`config.mk`:
```
export PLATFORM = sky130hd
export DESIGN_NAME = gpio_bank_flat
export DESIGN_NICKNAME = d
export VERILOG_FILES = /design/src/rtl/gpio_bank_pkg.sv /design/src/rtl/gpio_bank_if.sv /design/src/rtl/gpio_debounce.sv /design/src/rtl/gpio_bank.sv /design/src/flat_wrapper.sv
export SDC_FILE = /design/constraint.sdc
export NUM_CORES = 1
export LEC_CHECK = 0
export CORE_UTILIZATION = 30
export CTS_CLUSTER_DIAMETER = 200
export DETAILED_ROUTE_END_ITERATION = 10
export GPL_TIMING_DRIVEN = 0
export PLACE_DENSITY_LB_ADDON = 0.08
export SLEW_MARGIN = 10
export SYNTH_ARGS = -nofsm -noshare
export SYNTH_HDL_FRONTEND = slang
export SYNTH_HIERARCHICAL = 1
export SYNTH_SLANG_ARGS = --single-unit
```
`constraint.sdc`:
```
create_clock -name clk -period 3.92 [get_ports clk]
set_input_delay 0.784 -clock clk [delete_from_list [all_inputs] [get_ports clk]]
set_output_delay 0.784 -clock clk [all_outputs]
set_load 0.01 [all_outputs]
```
`src/rtl/gpio_bank_pkg.sv`:
```
// Shared definitions for the GPIO bank: direction encoding and debounce counter sizing.
package gpio_bank_pkg;

  // Direction register encoding, per channel
  localparam logic DIR_IN  = 1'b0;
  localparam logic DIR_OUT = 1'b1;

  // Bits needed to hold a debounce count of 0..n inclusive
  function automatic int cnt_width(input int n);
    return (n < 1) ? 1 : $clog2(n + 1);
  endfunction

endpackage

```
`src/rtl/gpio_bank_if.sv`:
```
// Core-side bus of the GPIO bank; the bank itself is the slave.
interface gpio_bank_if #(
  parameter int WIDTH = 8
);
  logic             dir_we;
  logic [WIDTH-1:0] dir_wdata;
  logic [WIDTH-1:0] outpad;
  logic [WIDTH-1:0] pad_in;
  logic [WIDTH-1:0] pad_out;
  logic [WIDTH-1:0] pad_oe;
  logic [WIDTH-1:0] inpad;
  logic [WIDTH-1:0] rise_en;
  logic [WIDTH-1:0] fall_en;
  logic [WIDTH-1:0] irq_clr;
  logic [WIDTH-1:0] rise;
  logic [WIDTH-1:0] fall;
  logic [WIDTH-1:0] irq_status;
  logic             irq;

  modport slave (
    input  dir_we, dir_wdata, outpad, pad_in, rise_en, fall_en, irq_clr,
    output pad_out, pad_oe, inpad, rise, fall, irq_status, irq
  );

  modport master (
    output dir_we, dir_wdata, outpad, pad_in, rise_en, fall_en, irq_clr,
    input  pad_out, pad_oe, inpad, rise, fall, irq_status, irq
  );
endinterface

```
`src/rtl/gpio_debounce.sv`:
```
// One GPIO channel: pad synchroniser, debouncer with saturating counter, edge pulses.
module gpio_debounce
  import gpio_bank_pkg::*;
#(
  parameter int SYNC_STAGES     = 2,
  parameter int DEBOUNCE_CYCLES = 4
) (
  input  logic clk,
  input  logic rst_n,
  input  logic i_pad,
  input  logic i_dir,
  output logic o_stable,
  output logic o_rise,
  output logic o_fall
);
  localparam int            CW       = cnt_width(DEBOUNCE_CYCLES);
  localparam logic [CW-1:0] CNT_LAST = CW'(DEBOUNCE_CYCLES - 1);
  localparam logic [CW-1:0] CNT_MAX  = CW'(DEBOUNCE_CYCLES);

  logic [SYNC_STAGES-1:0] r_sync;
  logic [CW-1:0]          r_cnt;
  logic                   r_stable;
  logic                   r_rise;
  logic                   r_fall;
  logic                   w_synced;

  assign w_synced = r_sync[SYNC_STAGES-1];

  // Shift the raw pad level through the synchroniser chain
  always_ff @(posedge clk or negedge rst_n) begin
    if (!rst_n) r_sync <= '0;
    else        r_sync <= {r_sync[SYNC_STAGES-2:0], i_pad};
  end

  // Accept a new level only after it has differed from the stable value long enough;
  // output channels are parked at 0 so a later switch to input starts clean
  always_ff @(posedge clk or negedge rst_n) begin
    if (!rst_n) begin
      r_cnt    <= '0;
      r_stable <= 1'b0;
      r_rise   <= 1'b0;
      r_fall   <= 1'b0;
    end else begin
      r_rise <= 1'b0;
      r_fall <= 1'b0;
      if (i_dir == DIR_OUT) begin
        r_cnt    <= '0;
        r_stable <= 1'b0;
      end else if (w_synced == r_stable) begin
        r_cnt <= '0;
      end else if (r_cnt >= CNT_LAST) begin
        // This edge is the one on which the count reaches its target
        r_stable <= w_synced;
        r_cnt    <= '0;
        r_rise   <= w_synced;
        r_fall   <= ~w_synced;
      end else if (r_cnt != CNT_MAX) begin
        r_cnt <= r_cnt + CW'(1);
      end
    end
  end

  assign o_stable = r_stable;
  assign o_rise   = r_rise;
  assign o_fall   = r_fall;
endmodule

```
`src/rtl/gpio_bank.sv`:
```
// GPIO bank: direction and output registers, per-channel input conditioning, sticky interrupts.
module gpio_bank
  import gpio_bank_pkg::*;
#(
  parameter int WIDTH           = 8,
  parameter int SYNC_STAGES     = 2,
  parameter int DEBOUNCE_CYCLES = 4
) (
  input logic        clk,
  input logic        rst_n,
  gpio_bank_if.slave bus
);
  logic [WIDTH-1:0] r_dir;
  logic [WIDTH-1:0] r_pad_out;
  logic [WIDTH-1:0] r_irq_status;
  logic [WIDTH-1:0] w_stable;
  logic [WIDTH-1:0] w_rise;
  logic [WIDTH-1:0] w_fall;
  logic [WIDTH-1:0] w_irq_set;

  // Direction register loads on write strobe
  always_ff @(posedge clk or negedge rst_n) begin
    if (!rst_n)          r_dir <= '0;
    else if (bus.dir_we) r_dir <= bus.dir_wdata;
  end

  // Output data is registered every cycle regardless of direction
  always_ff @(posedge clk or negedge rst_n) begin
    if (!rst_n) r_pad_out <= '0;
    else        r_pad_out <= bus.outpad;
  end

  genvar gi;
  generate
    for (gi = 0; gi < WIDTH; gi++) begin : g_chan
      gpio_debounce #(
        .SYNC_STAGES     (SYNC_STAGES),
        .DEBOUNCE_CYCLES (DEBOUNCE_CYCLES)
      ) u_debounce (
        .clk      (clk),
        .rst_n    (rst_n),
        .i_pad    (bus.pad_in[gi]),
        .i_dir    (r_dir[gi]),
        .o_stable (w_stable[gi]),
        .o_rise   (w_rise[gi]),
        .o_fall   (w_fall[gi])
      );
    end
  endgenerate

  assign w_irq_set = (w_rise & bus.rise_en) | (w_fall & bus.fall_en);

  // Sticky flags: a new event wins over a same-cycle clear
  always_ff @(posedge clk or negedge rst_n) begin
    if (!rst_n) r_irq_status <= '0;
    else        r_irq_status <= (r_irq_status & ~bus.irq_clr) | w_irq_set;
  end

  assign bus.pad_oe     = r_dir;
  assign bus.pad_out    = r_pad_out;
  // The stable value can still be 1 on the cycle a channel turns to output
  assign bus.inpad      = w_stable & ~r_dir;
  assign bus.rise       = w_rise;
  assign bus.fall       = w_fall;
  assign bus.irq_status = r_irq_status;
  assign bus.irq        = |r_irq_status;
endmodule

```
`src/flat_wrapper.sv`:
```
// flat-port wrapper written by rule: the top's interface ports become plain ports
module gpio_bank_flat import gpio_bank_pkg::*;
#(
  parameter int WIDTH           = 8,
  parameter int SYNC_STAGES     = 2,
  parameter int DEBOUNCE_CYCLES = 4
)
  (clk, rst_n, bus_dir_we, bus_dir_wdata, bus_outpad, bus_pad_in, bus_rise_en, bus_fall_en, bus_irq_clr, bus_pad_out, bus_pad_oe, bus_inpad, bus_rise, bus_fall, bus_irq_status, bus_irq);
  gpio_bank_if #(.WIDTH(WIDTH)) bus_i ();
  input logic clk;
  input logic rst_n;
  input wire logic [$bits(bus_i.dir_we)-1:0] bus_dir_we;
  input wire logic [$bits(bus_i.dir_wdata)-1:0] bus_dir_wdata;
  input wire logic [$bits(bus_i.outpad)-1:0] bus_outpad;
  input wire logic [$bits(bus_i.pad_in)-1:0] bus_pad_in;
  input wire logic [$bits(bus_i.rise_en)-1:0] bus_rise_en;
  input wire logic [$bits(bus_i.fall_en)-1:0] bus_fall_en;
  input wire logic [$bits(bus_i.irq_clr)-1:0] bus_irq_clr;
  output wire logic [$bits(bus_i.pad_out)-1:0] bus_pad_out;
  output wire logic [$bits(bus_i.pad_oe)-1:0] bus_pad_oe;
  output wire logic [$bits(bus_i.inpad)-1:0] bus_inpad;
  output wire logic [$bits(bus_i.rise)-1:0] bus_rise;
  output wire logic [$bits(bus_i.fall)-1:0] bus_fall;
  output wire logic [$bits(bus_i.irq_status)-1:0] bus_irq_status;
  output wire logic [$bits(bus_i.irq)-1:0] bus_irq;
  assign bus_i.dir_we = bus_dir_we;
  assign bus_i.dir_wdata = bus_dir_wdata;
  assign bus_i.outpad = bus_outpad;
  assign bus_i.pad_in = bus_pad_in;
  assign bus_i.rise_en = bus_rise_en;
  assign bus_i.fall_en = bus_fall_en;
  assign bus_i.irq_clr = bus_irq_clr;
  assign bus_pad_out = bus_i.pad_out;
  assign bus_pad_oe = bus_i.pad_oe;
  assign bus_inpad = bus_i.inpad;
  assign bus_rise = bus_i.rise;
  assign bus_fall = bus_i.fall;
  assign bus_irq_status = bus_i.irq_status;
  assign bus_irq = bus_i.irq;
  gpio_bank #(.WIDTH(WIDTH), .SYNC_STAGES(SYNC_STAGES), .DEBOUNCE_CYCLES(DEBOUNCE_CYCLES)) u_core (.clk(clk), .rst_n(rst_n), .bus(bus_i));
endmodule
```
; After elaboration in Yosys (flattened, before gate mapping)
; Cells that the tools add are included.
[totals]
reg_bits = 88
in_bits = 51
output_inout_bits = 49
word_cells = 228
[classes]
addsub = 8
order_cmp = 8
eq_ne = 24
mux = 104
bitwise_logic = 16
reduce_logical = 25
[ops]
columns = op, count
row1 = 3-bit 2-to-1 mux, 32
row2 = 1-bit 2-to-1 mux, 72
row3 = 8-bit AND, 4
row4 = 4-bit nonzero test, 8
row5 = 3-bit by 1-bit adder with 3-bit output (second input constant), 8
row6 = 3-bit by 2-bit greater-or-equal comparator with 1-bit output (second input constant), 8
row7 = 3-bit != test (second input constant), 8
row8 = 2-bit by 1-bit != test with 1-bit output (second input constant), 8
row9 = 8-bit NOT, 2
row10 = 8-bit bitwise OR, 2
row11 = 2-bit AND reduction, 8
row12 = 2-bit nonzero test, 8
row13 = 1-bit == test, 8
row14 = 1-bit NOT, 8
row15 = 8-bit OR reduction, 1

; Depth between registers and ports, before layout
[logic_depth]
word_depth = 5
mapped_depth = 5
mapped_depth_nobuf = 5

; Modules after synthesis
; Netlist, hierarchy kept.
[modules_own_cells]
columns = module, instances, cells_per_inst, area_each_um2, seq_area_each_um2
row1 = gpio_debounce (u_core.g_chan[0].u_debounce ...), 7, 28, 352.8, 200.2
row2 = gpio_bank, 1, 68, 928.4, 600.6
row3 = gpio_debounce (u_core.g_chan[7].u_debounce), 1, 25, 345.3, 200.2

; Worst setup path after synthesis
; Ideal clock, no wire load.
[synth_timing]
path_kind = reg-to-output
from = register u_core.r_irq_status[6] (netlist: u_core/bus.irq_status[6])
to = output port bus_irq
t_arrival_ns = 0.791
required_ns = 3.136
setup_slack_ns = 2.345
path_stages_with_launch = 3
n_path_buf = 0
path_cell_list = dfrtp_1 > nor4_1 > nand2_1
[synth_via]
elab_chain_len = 1
[synth_rtl]
columns = item, line
row1 = from (decl), gpio_bank.sv:15  ; logic [WIDTH-1:0] r_irq_status;
row2 = from (signal assigned), gpio_bank.sv:56  ; else r_irq_status <= (r_irq_status & ~bus.irq_clr) | w_irq_set;
row3 = 8-bit OR reduction, gpio_bank.sv:66  ; assign bus.irq = |r_irq_status;
row4 = to (decl), flat_wrapper.sv:25  ; output wire logic [$bits(bus_i.irq)-1:0] bus_irq;
; Every way passes these cells.

; Worst setup path after layout
; Ends and elaborated chain as after synthesis.

==> flow_summary.json <==
{
  "status": "finished, final reports clean",
  "routed_wl_mm": 7.11,
  "fp.dieW_um": 114,
  "initial_core_util": 0.309,
  "overflow": 0,
  "fin_setup_tns_ps": 0,
  "hold_viol": 0,
  "via_per_inst": 4.39,
  "clock_latency_ps": 330,
  "hold_start": "u_core/g_chan[0].u_debounce/r_sync[0]",
  "post-cts-setup-buffer-count": 0,
  "synthArstFlopShare": 1.00,
  "grt_max_degree": 52,
  "port-buffer-count": 98,
  "finalClockSkew_ps": 5.99,
  "cts_buffer_depth": 2,
  "ctsHoldBuffers": 0,
  "slew_violations": 0,
  "worstReg2RegStart": "u_core/g_chan[3].u_debounce/r_cnt[0]",
  "p_per_area_mw_per_mm2": 379,
  "htree_levels": 3,
  "fin_hold_ws_ps": 346,
  "core.rowCount": 40,
  "cts_buffers": 9,
  "netlist_area_mm2": 0.00374,
  "path_clk_slew_ps": 60,
  "grt_usage": 0.118,
  "cp-end-kind": "output port",
  "ios": 100,
  "vdd_drop_max_v": 0.000149,
  "hold_class": "reg2reg",
  "final_util": 0.431,
  "core_mm2": 0.0121,
  "postRouteAntennaNets": 0,
  "leakagePower_nw": 2.29,
  "setup_viol": 0,
  "areaGrowthSynthToFinish_pct": 39.5,
  "root_buffer": "clkbuf_16",
  "max_freq_ghz": 0.388,
  "dpl_cell_area_mm2": 0.00496,
  "period_needed_ps": 2570,
  "globalplace.congestion": 0.713,
  "synth-edff-count": 0,
  "cts_sinks": 88,
  "min_path_cells": 0,
  "grt_pass1_vias": 2598,
  "crit_chain": "nor4_1, nand2_1, clkdlybuf4s50_1",
  "antenna_cells": 0,
  "tritoncts": "yes",
  "yosysSeqAreaShare": 0.588,
  "grt_first_pass_wirelength_mm": 11.9,
  "synth_nets": 364,
  "ys.warnings.count": 6,
  "crit_type": "reg2out",
  "drc": 0,
  "maxCapViolCount": 0,
  "critical_path.slowest_cell": "clkdlybuf4s50_1",
  "num-nets-final": 474,
  "slew-limit-headroom": 0.665,
  "tightestPinTransition_ps": 503,
  "syn_inst": 289,
  "critPathLaunch": "u_core/bus.irq_status[6]",
  "vias": 2499,
  "rsz0062_at_grt": "no",
  "critPathMaxFanout": 3,
  "fin_area_mm2": 0.00522,
  "die_h_um": 114,
  "dpl.hpwl_mm": 5.31,
  "critPathLaunchType": "register",
  "wire_per_inst_um": 12.5,
  "worstRegToRegCells": 5,
  "fin_crit_sh": 0.657,
  "worst-path-stages": 3,
  "drt_iter0_drc": 50,
  "ys_types": 25,
  "syn_area_per_cell_um2": 13.0,
  "synth_seq_cells": 88,
  "firstDrtPassIters": 4,
  "critical_path_required_ps": 3140,
  "max_stage_delay_ps": 490,
  "cp_data_arrival_time_ps": 1790,
  "antenna_found_initial": 0,
  "cts_resized": 0,
  "drive_gt1_frac": 0.0773,
  "yosys_most_used_dff": "dfrtp_1",
  "crit_buf_inv": 1,
  "crit_family": "simple AND/OR/NAND/NOR gates",
  "die_area_mm2": 0.0129
}
-- synth_stat cells, drive strengths merged, types with 7 or more instances --
| master | n | area, um^2 |
|---|---|---|
| inv | 32 | 120 |
| xor2 | 7 | 61.3 |
| mux2i | 8 | 80.1 |
| nand3b | 7 | 52.6 |
| o21ai | 8 | 40.0 |
| nand2 | 15 | 56.3 |
| a211oi | 8 | 153 |
| nand3 | 7 | 35.0 |
| mux2 | 8 | 120 |
| a21oi | 14 | 70.1 |
| dfrtp | 88 | 2200 |
| nor3 | 8 | 40.0 |
| a22oi | 8 | 60.1 |
| and3b | 7 | 61.3 |
| nor2 | 7 | 26.3 |
| ha | 24 | 300 |
| nor2b | 8 | 50.1 |
| nor4b | 16 | 140 |
-- worst paths after layout --
path                                                         end  slack (ps)
max                                                      bus_irq        1350
min                        u_core/g_chan[0].u_debounce/r_sync[1]         350
max reg2reg                 u_core/g_chan[3].u_debounce/o_stable        2360
min reg2reg                u_core/g_chan[0].u_debounce/r_sync[1]         350
max in group asynchronous   u_core/g_chan[0].u_debounce/r_cnt[0]        2890
min in group asynchronous  u_core/g_chan[3].u_debounce/r_sync[1]         420
-- sequential cells by signal (all words and copies together), names as in the netlist --
register,cells
u_core/g_chan.u_debounce/o_rise,8
u_core/g_chan.u_debounce/o_fall,8
u_core/bus.pad_out,8
u_core/g_chan.u_debounce/r_sync,16
u_core/g_chan.u_debounce/o_stable,8
u_core/bus.irq_status,8
u_core/bus.pad_oe,8
u_core/g_chan.u_debounce/r_cnt,24
-- layout make-up --
| cell class | instances | area, um^2 |
|---|---|---|
| plain buffers | 1 | 11.3 |
| clock inverters | 1 | 5.00 |
| clock buffers | 12 | 256 |
| well taps | 168 | 210 |
| inverters | 32 | 120 |
| repair buffers | 99 | 1010 |
| fillers | 1170 | 6890 |
| flip-flops and latches | 88 | 2200 |
| multi-input cells | 168 | 1410 |
-- power breakdown --
part	internal [mW]	total, mW	switching (mW)
sequential	0.949	1.00	0.0533
clock	0.452	0.760	0.308
combinational	0.133	0.218	0.0850
total	1.53	1.98	0.447
-- layer usage --
layer | up-vias | wire length [um] | GRT usage
met5 | - | 0 | 0
met3 | 6 | 372 | 0.0372
met2 | 60 | 3330 | 0.190
li1 | 1219 | - | -
met4 | 0 | 85 | 0.0474
met1 | 1214 | 3320 | 0.149
-- cell families (layout without fill, tap and decap cells) --
kind of cell	count (synthesis)	in the layout	synth area share
buffers and inverters	33	145	0.0351
XOR/XNOR	8	8	0.0187
adder cells (fa/ha/maj)	24	24	0.0802
multiplexers	16	16	0.0535
flip-flops	88	88	0.588
AND/OR/NAND/NOR	81	81	0.135
AO/OA/AOI/OAI	39	39	0.0892
-- cell usage in the layout (no fill, tap or decap) --
cell type        synthesis  layout
clkdlybuf4s50_1          0      97
dfrtp_1                 88      88
inv_1                   32      32
ha_1                    24      24
nor4b_1                 16      16
nand2_1                 15      15
a21oi_1                 14      14
clkbuf_16                0       9
nor2b_1                  8       8
a22oi_1                  8       8
o21ai_0                  8       8
mux2_4                   8       8
mux2i_1                  8       8
nor3_1                   8       8
a211oi_4                 7       7
nor2_1                   7       7
xor2_1                   7       7
and3b_1                  7       7
nand3_1                  7       7
nand3b_1                 7       7
nor4_1                   3       3
clkbuf_8                 0       2
nand2b_1                 2       2
clkinv_2                 0       1
clkbuf_1                 0       1
buf_4                    0       1
buf_6                    1       1
a211oi_2                 1       1
xnor2_1                  1       1
and4bb_1                 1       1
a2111o_1                 1       1
buf_16                   0       1
-- per-stage QoR --
stage,std cells,setup slack [ps],power [mW]
after global routing,569,1180,2.09
after CTS,569,1230,2.02
final,569,1350,1.98
after global placement,555,-1320,1.23
after floorplan,289,2350,1.11
after detailed placement,556,1600,1.24
(Power assumes the default switching activity.)
